## src/rtl/solver_pkg.sv

```systemverilog
// solver_pkg
//   Shared definitions for the SAT solver host sequencer.
//   - CMD_* : command codes understood by the solver core's cmd port.
//   - state_t: sequencer state encoding used by solver_host.
package solver_pkg;

  localparam logic [7:0] CMD_NOP    = 8'h00;
  localparam logic [7:0] CMD_RESET  = 8'h01;
  localparam logic [7:0] CMD_CLAUSE = 8'h02;
  localparam logic [7:0] CMD_EVAL   = 8'h03;
  localparam logic [7:0] CMD_READ   = 8'h04;

  typedef enum logic [3:0] {
    ST_IDLE,
    ST_RESET,
    ST_LOAD,
    ST_EVAL,
    ST_WAIT,
    ST_READ,
    ST_CAPT,
    ST_EMIT,
    ST_FIN
  } state_t;

endpackage

```

## src/rtl/solver_host_timer.sv

```systemverilog
// solver_host_timer
//   Wait counter for the evaluate phase. Cleared by i_clr, advances by one
//   on every i_en cycle, and flags o_expired when the count reaches
//   i_lim-1. A limit of zero disables expiry entirely.
// Ports:
//   clk, rst    clock, asynchronous active-high reset
//   i_clr       clear the counter to zero (has priority over i_en)
//   i_en        count enable
//   i_lim       wait limit in cycles, 0 = unlimited
//   o_expired   combinational: limit reached in the current cycle
module solver_host_timer #(
  parameter int TIMEOUT_W = 24
) (
  input  logic                 clk,
  input  logic                 rst,
  input  logic                 i_clr,
  input  logic                 i_en,
  input  logic [TIMEOUT_W-1:0] i_lim,
  output logic                 o_expired
);

  logic [TIMEOUT_W-1:0] r_cnt;

  always_ff @(posedge clk or posedge rst) begin
    if (rst) begin
      r_cnt <= '0;
    end else if (i_clr) begin
      r_cnt <= '0;
    end else if (i_en) begin
      r_cnt <= r_cnt + TIMEOUT_W'(1);
    end
  end

  // Count value k is seen during the (k+1)-th wait cycle, so matching
  // lim-1 ends the wait after exactly lim cycles.
  assign o_expired = (i_lim != '0) && (r_cnt == (i_lim - TIMEOUT_W'(1)));

endmodule

```

## src/rtl/solver_host.sv

```systemverilog
// solver_host
//   Host-side command sequencer for the SAT solver core. Collects a clause
//   stream, drives reset / clause-load / evaluate commands, waits for a
//   verdict or a timeout, and on sat reads the assignment bytes back over
//   exbus and emits them on a ready/valid result stream.
// Ports:
//   clk, rst                 clock, asynchronous active-high reset
//   start                    begin a solve (ignored unless idle)
//   timeout_lim              evaluate wait limit in cycles, 0 = none
//   cl_valid/cl_ready        clause stream handshake
//   cl_lit_a/b/c, cl_last    clause literals, final-clause marker
//   cmd, bus_a/b/c           solver command and operands
//   sat, unsat, exbus        solver verdict flags and readback data
//   res_valid/res_ready      result stream handshake
//   res_data, res_idx        assignment byte and its index
//   busy, done               activity level, completion pulse
//   is_sat/is_unsat/timed_out  final status, held until next start
module solver_host
  import solver_pkg::*;
#(
  parameter int STATE_BYTES = 32,
  parameter int TIMEOUT_W   = 24,
  parameter int RST_CYCLES  = 2
) (
  input  logic                 clk,
  input  logic                 rst,
  input  logic                 start,
  input  logic [TIMEOUT_W-1:0] timeout_lim,
  input  logic                 cl_valid,
  output logic                 cl_ready,
  input  logic [7:0]           cl_lit_a,
  input  logic [7:0]           cl_lit_b,
  input  logic [7:0]           cl_lit_c,
  input  logic                 cl_last,
  output logic [7:0]           cmd,
  output logic [7:0]           bus_a,
  output logic [7:0]           bus_b,
  output logic [7:0]           bus_c,
  input  logic                 sat,
  input  logic                 unsat,
  input  logic [7:0]           exbus,
  output logic                 res_valid,
  input  logic                 res_ready,
  output logic [7:0]           res_data,
  output logic [7:0]           res_idx,
  output logic                 busy,
  output logic                 done,
  output logic                 is_sat,
  output logic                 is_unsat,
  output logic                 timed_out
);

  localparam int         RC_W     = (RST_CYCLES > 1) ? $clog2(RST_CYCLES) : 1;
  localparam logic [RC_W-1:0] RC_LAST = RC_W'(RST_CYCLES - 1);
  localparam logic [7:0] LAST_IDX = 8'(STATE_BYTES - 1);

  state_t          r_state;
  logic [RC_W-1:0] r_rst_cnt;
  logic [7:0]      r_idx;
  logic            r_capt_wait;
  logic [7:0]      r_cmd, r_bus_a, r_bus_b, r_bus_c;
  logic            r_cl_ready, r_res_valid;
  logic [7:0]      r_res_data, r_res_idx;
  logic            r_busy, r_done, r_is_sat, r_is_unsat, r_timed_out;
  logic            w_expired;

  solver_host_timer #(.TIMEOUT_W(TIMEOUT_W)) u_timer (
    .clk       (clk),
    .rst       (rst),
    .i_clr     (r_state == ST_EVAL),
    .i_en      (r_state == ST_WAIT),
    .i_lim     (timeout_lim),
    .o_expired (w_expired)
  );

  always_ff @(posedge clk or posedge rst) begin
    if (rst) begin
      r_state     <= ST_IDLE;
      r_rst_cnt   <= '0;
      r_idx       <= '0;
      r_capt_wait <= 1'b0;
      r_cmd       <= CMD_NOP;
      r_bus_a     <= '0;
      r_bus_b     <= '0;
      r_bus_c     <= '0;
      r_cl_ready  <= 1'b0;
      r_res_valid <= 1'b0;
      r_res_data  <= '0;
      r_res_idx   <= '0;
      r_busy      <= 1'b0;
      r_done      <= 1'b0;
      r_is_sat    <= 1'b0;
      r_is_unsat  <= 1'b0;
      r_timed_out <= 1'b0;
    end else begin
      // Commands are single-cycle strobes; every state that issues one
      // overrides these defaults.
      r_cmd   <= CMD_NOP;
      r_bus_a <= '0;
      r_bus_b <= '0;
      r_bus_c <= '0;
      r_done  <= 1'b0;
      case (r_state)
        ST_IDLE: begin
          if (start) begin
            r_is_sat    <= 1'b0;
            r_is_unsat  <= 1'b0;
            r_timed_out <= 1'b0;
            r_busy      <= 1'b1;
            r_cmd       <= CMD_RESET;   // first reset cycle appears right away
            r_rst_cnt   <= '0;
            r_state     <= ST_RESET;
          end
        end
        ST_RESET: begin
          if (r_rst_cnt == RC_LAST) begin
            r_cl_ready <= 1'b1;
            r_state    <= ST_LOAD;
          end else begin
            r_cmd     <= CMD_RESET;
            r_rst_cnt <= r_rst_cnt + RC_W'(1);
          end
        end
        ST_LOAD: begin
          if (cl_valid && r_cl_ready) begin
            r_cmd   <= CMD_CLAUSE;
            r_bus_a <= cl_lit_a;
            r_bus_b <= cl_lit_b;
            r_bus_c <= cl_lit_c;
            if (cl_last) begin
              r_cl_ready <= 1'b0;
              r_state    <= ST_EVAL;
            end
          end
        end
        ST_EVAL: begin
          r_cmd   <= CMD_EVAL;
          r_state <= ST_WAIT;
        end
        ST_WAIT: begin
          // Priority: sat, then unsat, then the timeout.
          if (sat) begin
            r_is_sat <= 1'b1;
            r_idx    <= '0;
            r_state  <= ST_READ;
          end else if (unsat) begin
            r_is_unsat <= 1'b1;
            r_state    <= ST_FIN;
          end else if (w_expired) begin
            r_timed_out <= 1'b1;
            r_state     <= ST_FIN;
          end
        end
        ST_READ: begin
          r_cmd       <= CMD_READ;
          r_bus_a     <= r_idx;
          r_capt_wait <= 1'b0;
          r_state     <= ST_CAPT;
        end
        ST_CAPT: begin
          // The first CAPT cycle is the one in which CMD_READ is on the bus;
          // the solver answers on exbus one cycle after that.
          if (!r_capt_wait) begin
            r_capt_wait <= 1'b1;
          end else begin
            r_res_data  <= exbus;
            r_res_idx   <= r_idx;
            r_res_valid <= 1'b1;
            r_state     <= ST_EMIT;
          end
        end
        ST_EMIT: begin
          if (res_ready) begin
            r_res_valid <= 1'b0;
            if (r_idx == LAST_IDX) begin
              r_state <= ST_FIN;
            end else begin
              r_idx   <= r_idx + 8'd1;
              r_state <= ST_READ;
            end
          end
        end
        ST_FIN: begin
          r_done  <= 1'b1;
          r_busy  <= 1'b0;
          r_state <= ST_IDLE;
        end
        default: begin
          r_busy  <= 1'b0;
          r_state <= ST_IDLE;
        end
      endcase
    end
  end

  assign cmd       = r_cmd;
  assign bus_a     = r_bus_a;
  assign bus_b     = r_bus_b;
  assign bus_c     = r_bus_c;
  assign cl_ready  = r_cl_ready;
  assign res_valid = r_res_valid;
  assign res_data  = r_res_data;
  assign res_idx   = r_res_idx;
  assign busy      = r_busy;
  assign done      = r_done;
  assign is_sat    = r_is_sat;
  assign is_unsat  = r_is_unsat;
  assign timed_out = r_timed_out;

endmodule
```

## config.mk

```make
export PLATFORM = sky130hd
export DESIGN_NAME = solver_host
export DESIGN_NICKNAME = d
export VERILOG_FILES = /design/src/rtl/solver_pkg.sv /design/src/rtl/solver_host_timer.sv /design/src/rtl/solver_host.sv
export SDC_FILE = /design/constraint.sdc
export NUM_CORES = 1
export LEC_CHECK = 0
export ABC_AREA = 1
export CORE_UTILIZATION = 54
export DETAILED_ROUTE_END_ITERATION = 6
export PLACE_DENSITY_LB_ADDON = 0.12
export SYNTH_ARGS = -nofsm -noshare
export SYNTH_HDL_FRONTEND = slang
export SYNTH_SLANG_ARGS = --single-unit
```

## constraint.sdc

```tcl
create_clock -name clk -period 5.7 [get_ports clk]
set_clock_uncertainty 0.15 [all_clocks]
set_input_delay 1.71 -clock clk [delete_from_list [all_inputs] [get_ports clk]]
set_output_delay 1.71 -clock clk [all_outputs]
set_load 0.02 [all_outputs]
```

==> results.py <==
metrics = {
    "status": {
        "status": "finished clean",
    },
    "setup_path": {
        "path_class": "input port to flip-flop",
        "crit_required_ns": 5.80,
        "cp_common_cell": "nand2_1",
        "path_delay_family": "simple AND/OR/NAND/NOR gates",
        "r2r-start": "r_state[2]",
        "arrival_ns": 3.89,
        "slowest_delay_ns": 0.43,
        "timing.rr.end": "r_state[2]",
        "worst_setup_path_end_kind": "flip-flop",
        "ff2ff_path_depth": 7,
        "regToRegSetupSlack_ns": 3.18,
        "crit_buf_inv": 2,
        "cp_cell_sequence": "clkdlybuf4s50_1 > inv_1 > ha_1 > nand2_1 > nor2_4 > nand2_1 > nand2_1 > nand2_1 > nor2_1 > nand2_1 > nor2_1 > nand3_1 > o21bai_2 > nand2_2 > nand2_1 > nand2_1",
        "startpoint": "timeout_lim[0]",
        "worst_setup_path_start_kind": "input port",
        "cp_max_fo": 10,
        "critPathSlowestCell": "clkdlybuf4s50_1",
    },
    "finish": {
        "drive_gt1_frac": 0.0806,
        "nets": 857,
        "num_antenna_cells": 0,
        "area_growth_pct": 28.5,
        "nFillCells": 697,
    },
    "yosys": {
        "synth_compound_area_frac": 0.0900,
        "yosysWarnings": 0,
        "synth_top_cell_area_share": 0.440,
        "synth.area.top_cells": "dfrtp_1, nand2_1, nor2_1",
        "synth_ff_type": "dfrtp_1",
        "synthAdderAreaFrac": 0.00750,
        "yosys.area.top_type": "dfrtp_1",
        "seq_area_frac_synth": 0.440,
        "async_flop_share": 1.00,
        "synth_xor_xnor_area_share": 0.0315,
        "synth.avg_cell_area_um2": 7.44,
        "yosysMostFrequentCell": "nand2_1",
        "synth_cells": 673,
        "ys_types": 41,
        "ys_ff_latch": 88,
        "synthTopCellsByCount": "nand2_1, nor2_1, inv_1, dfrtp_1, o21ai_0",
        "synth_top_family_by_area": "simple AND/OR/NAND/NOR gates",
        "synth.area.mux_share": 0.0180,
        "synth-simple-area-share": 0.326,
        "synth_area_mm2": 0.00501,
        "synth_edf_count": 0,
    },
    "cts": {
        "holdBufCountCts": 0,
        "cts_tree": "yes",
        "post-cts-setup-buffers": 0,
        "numCtsBuffers": 9,
        "cts_resized": 0,
        "cts-root-buf": "clkbuf_8",
        "clk_latency_ns": 0.36,
        "cts_max_level": 3,
        "clk_pin_slew_ns": 0.09,
        "clock_path_buffers": 2,
        "clkSinkCount": 88,
    },
    "global_route": {
        "grt_pass1_vias": 4824,
        "grt-ovfl-total": 0,
        "grt_use_total": 0.285,
        "use_met1": 0.345,
        "grt_use_met2": 0.507,
        "busiest_layer": "met2",
        "met3_usage": 0.0537,
        "grt_max_degree": 64,
        "grt_antenna_before_repair": 0,
        "grt_pass1_wl_um": 22000,
    },
    "sta": {
        "tightest_slew_ns": 1.11,
        "slew_violations": 0,
        "fin_ws_ns": 1.91,
        "rsz0062_at_grt": "no",
        "final.setup.tns_ns": 0,
        "relSlewSlack": 0.261,
        "setup_violations": 0,
        "hold_viol_final": 0,
        "period_share": 0.665,
        "fmax_ghz": 0.264,
        "timing.final.crit_period_ns": 3.79,
    },
    "job": {
        "cap_violations": 0,
    },
    "placed_design": {
        "port_buffers": 113,
        "gp_congestion": 0.897,
        "place_ws_ns": 1.54,
        "place_hpwl_um": 9890,
    },
    "min_path": {
        "worst_hold_path.num_cells": 2,
        "worst_hold_path_type": "flip-flop to flip-flop",
        "min_delay_worst_endpoint": "res_idx[3]",
        "min-delay-start": "res_idx[3]",
    },
    "drt": {
        "routed_via_density": 5.27,
        "ant_nets": 0,
        "drt_first_pass_iters": 6,
        "routed_wl_um": 12800,
        "drc": 0,
        "num_vias": 4752,
        "wire_per_inst_um": 14.2,
        "drt_first_iter_violations": 291,
    },
    "floorplan": {
        "dieArea_mm2": 0.00966,
        "rows": 34,
        "die_x_um": 98.3,
        "core_mm2": 0.00885,
        "start_util": 0.566,
        "ioPinCount": 119,
        "fp.dieH_um": 98.3,
    },
    "pwr": {
        "ir_drop_uv": 298,
        "power.static_leakage_nw": 3.01,
        "power.density_mw_per_mm2": 334,
        "p_total_mw": 2.15,
    },
}
==> kinds of logic (layout without fill, tap and decap cells) <==
kind of cell             Yosys count  in the layout
AND/OR/NAND/NOR                  364            364
multiplexers                       8              8
AO/OA/AOI/OAI                     81             81
other                              1              5
XOR/XNOR                          18             18
flip-flops                        88             88
buffers and inverters            110            227
adder cells (fa/ha/maj)            3              3
==> how the worst max path moves through the flow <==
stage | to | slack [ns] | depth (start not counted)
4_1_cts | r_state[2] | 1.92 | 16
6_report | r_state[2] | 1.91 | 16
3_3_place_gp | r_state[1] | 1.66 | 16
2_1_floorplan | bus_a[0] | 1.56 | 1
5_1_grt | r_state[2] | 1.71 | 16
3_5_place_dp | r_state[2] | 1.54 | 16
==> layer usage <==
metal	routed length [µm]	vias up
li1	-	2354
met5	0	-
met2	6370	144
met4	317	0
met3	663	25
met1	5450	2229
==> area by class of cell <==
class	instances	area [µm²]	area share
inverters	98	369	0.0573
clock buffers	10	138	0.0214
repair buffers	114	1140	0.177
flip-flops and latches	88	2200	0.342
clock inverters	5	66.3	0.0103
well taps	108	135	0.0210
multi-input cells	479	2390	0.371
==> metrics by stage <==
step	hold slack (ns)	instance area, µm²	std cells	utilization
after floorplan	0.315	5020	677	-
after global placement	0.318	6230	887	0.704
after detailed placement	0.329	6230	887	0.704
after CTS	0.351	6440	902	0.727
after global routing	0.380	6440	902	0.727
final	0.347	6440	902	0.727
==> where the power goes <==
part / total (mW) / internal (mW) / switching [mW]
registers: 0.856 / 0.769 / 0.0872
logic: 0.845 / 0.349 / 0.496
clock network: 0.448 / 0.217 / 0.231
total: 2.15 / 1.33 / 0.814
==> worst register-to-register path, cell delays in order, from the launching register on <==
cell     delay, ns
dfrtp_1       0.44
nor2_1        0.20
inv_1         0.08
nor2_1        0.62
inv_1         0.55
nand3_1       0.22
nand3_1       0.09
nand2_1       0.10
==> registers in the layout (all words and copies together) (netlist names), 3 cells and up <==
name and cells:
u_timer.r_cnt 24, bus_a 8, bus_b 8, bus_c 8, r_idx 8, res_data 8, res_idx 8, r_state 4
cmd 3
==> layout by cell type (no fill, tap or decap), types with 3 or more instances in the layout <==
cell	synthesis	routed
nor2_2	9	9
xnor2_1	8	8
inv_1	89	88
nor2_4	7	7
o21ai_0	38	38
nand3_1	29	29
nor2_1	93	93
o21bai_1	3	3
inv_2	8	8
ha_1	3	3
o21a_1	5	5
mux2_2	8	8
a211oi_1	4	4
nand2_2	7	7
xor2_1	10	10
conb_1	1	5
nor4_1	4	4
a21oi_1	23	23
dfrtp_1	88	88
nand2_1	178	178
nand4_1	8	8
clkdlybuf4s50_1	0	113
a31oi_1	3	3
nor3_1	12	12
clkbuf_8	0	10
nand3b_1	7	7
(Power assumes the default switching activity.)
==> patch: new RTL, config.mk and constraints unchanged <==
Change the parameter `STATE_BYTES` from 32 to 31.
--- a/src/rtl/solver_host.sv
+++ b/src/rtl/solver_host.sv
@@ -20,3 +20,3 @@
 #(
-  parameter int STATE_BYTES = 32,
+  parameter int STATE_BYTES = 31,
   parameter int TIMEOUT_W   = 24,
Behaviour: same outputs for any inputs over 10 cycles, from zero or initial values and one cycle with rst high; that may be too few to reach the edited logic, so the function may still have changed.
==> patch against the unedited design <==
  * Synthesized cell count is 0.45% lower
  * Sequential cell count stayed put
  * Wire length is 1.7% lower
  * Design area is 0.93% higher
  * Via count is 1.9% lower
  * Global-route usage is 0.92 points lower
  * Hold slack worse by 0.0033 ns
  * Die area is 1.5% higher
  * Worst setup slack better by 0.082 ns
  * Power is 1.1% lower
  * Area after synthesis is 1.5% higher
  * Critical path depth is 1 higher
  * Critical path type unchanged
  * Largest cell class unchanged
  * Largest power group unchanged
==> patch: results (changes against the unedited design) <==
outcome:
  outcome: "finished, final reports clean"  # unchanged
grt:
  grt_max_degree: 56  # was 64
  grt_pass1_vias: 4753  # was 4824
  grt_pass1_wl_mm: 21.34  # was 21.98 mm
  grt_usage_pct: 27.62  # was 28.54%
yosys:
  ys_warn_count: 0  # unchanged
  synth.distinct_cells: 44  # was 41
  yosys-top-cells-area: "dfrtp_1, nand2_1, nor2_1, inv_1, o21ai_0"  # unchanged
  syn_inst: 670  # was 673
  netlist_top_cells_count: "nand2_1, nor2_1, dfrtp_1"  # was nand2_1, nor2_1, inv_1
  synthArstFlopShare_pct: 100.0  # unchanged
  dominantRegCellSynth: "dfrtp_1"  # unchanged
  synth_seq_area_share_pct: 43.33  # was 43.98%
  synth-edff-count: 0  # unchanged
finish:
  num_antenna_cells: 0  # unchanged
  fill_cells: 766  # was 697
  fin_nets: 852  # was 857
  drive_above_1_share_pct: 8.872  # was 8.060%
  largest_reg_flops: 24  # unchanged
clocking:
  cts_buffer_depth: 2  # unchanged
  clk_pin_slew_worst_paths_ns: 0.09  # about the same
  htreeDepth: 3  # unchanged
  cts_resized: 0  # unchanged
  clk_latency_ns: 0.37
  cts_setup_buffers: 0  # unchanged
  cts_inserted_buffers: 9  # unchanged
drt:
  wire_per_inst_um: 13.98  # was 14.20 µm
  initialDrtViolationCount: 221  # was 291
  dr.pass1.iters: 4  # was 6
  wl_mm: 12.59  # was 12.81 mm
  drtAntennaViolNets: 0  # unchanged
  drt-vias-per-instance: 5.180  # was 5.268
placed_design:
  finalWeightedCongestion: 0.9076  # was 0.8969
  place_inst: 884  # was 887
  post-dp-hpwl_mm: 9.711  # was 9.887 mm
  pre_cts_ws_ns: 1.644  # was 1.542 ns
sta:
  worst_slew_pin_slew_ns: 0.9504  # was 1.107 ns
  post-route-period-util_pct: 65.08  # was 66.53%
pwr:
  leakage_nw: 3.048  # was 3.006 nW
  max-vdd-ir-drop_mv: 0.2787  # was 0.2984 mV
critical_path:
  reg2reg_slack_ns: 3.15  # was 3.18 ns
  cp.arrival_ns: 3.82  # was 3.89 ns
  worstPathMaxFanout: 5  # was 10
[patch: changes by cell type after synthesis, sizes merged, moves of 3 or more]
cell / delta
inv: -11
a21oi: -4
nand4: +3
nor2: +3
a211oi: -3
o21a: -3
nand2: +5
xnor2: +3
[patch: routing by layer]
metal / track usage (%) / vias to the layer above / share of wire [%]
met1: 33.52 / 2179 / 43
met2: 48.63 / 121 / 50
met5: 0 / - / 0
li1: - / 2335 / -
met4: 9.414 / 0 / 2.4
met3: 6.028 / 27 / 4.9
[patch: where the power goes]
part	internal, W	total [W]	switching (W)	leakage, nW
Clock	0.000220	0.000455	0.000235	0.104
Sequential	0.000758	0.000840	0.0000816	1.18
Combinational	0.000335	0.000831	0.000497	1.77
[patch: layout make-up]
type                            count  area share [%]
Timing Repair Buffer              114           17.53
Clock buffer                       10           2.119
Inverter                           87           5.085
Tap cell                          111           2.138
Clock inverter                      6           1.117
Sequential cell                    88           33.90
Multi-Input combinational cell    484           38.12
[patch: final timing paths]
kind / cells after the start / startpoint / endpoint
worst max-delay path: 17 / timeout_lim[0] / r_state[2]
min in group asynchronous: 2 / rst / bus_c[2]
worst max register to register: 9 / r_state[3] / r_state[2]
max in group asynchronous: 3 / rst / r_idx[0]
worst min register to register: 1 / is_sat / is_sat
worst min-delay path: 1 / is_sat / is_sat
[patch: metrics by stage]
step / hold WS (ns) / cell area, µm²
3_3_place_gp: 0.3234 / 6286
6_report: 0.3435 / 6496
4_1_cts: 0.3494 / 6496
2_1_floorplan: 0.2995 / 5097
3_5_place_dp: 0.3285 / 6286
5_1_grt: 0.3749 / 6496
[patch: critical path, stage by stage]
cell and delay [ns]:
clkdlybuf4s50_1 0.47, inv_1 0.08, ha_1 0.23, nand2_2 0.18, nor2_2 0.07, nand2_1 0.11
nand2_1 0.06, nand2_1 0.09, nand2_1 0.05, nor2_1 0.10, nand2_1 0.07, nor2_1 0.14
nand3_1 0.12, nand2_2 0.11, nand2_2 0.07, nand2_1 0.09, nand2_1 0.05
[patch: cell families after synthesis]
logic type,after synthesis,share of synthesized area (%)
compound gates,72,7.730
xor+xnor,19,3.274
fa+ha+maj,4,0.9848
buf+inv,102,8.247
flops,88,43.33
mux,8,1.773
other cells,1,0.07378
simple gates,376,34.59
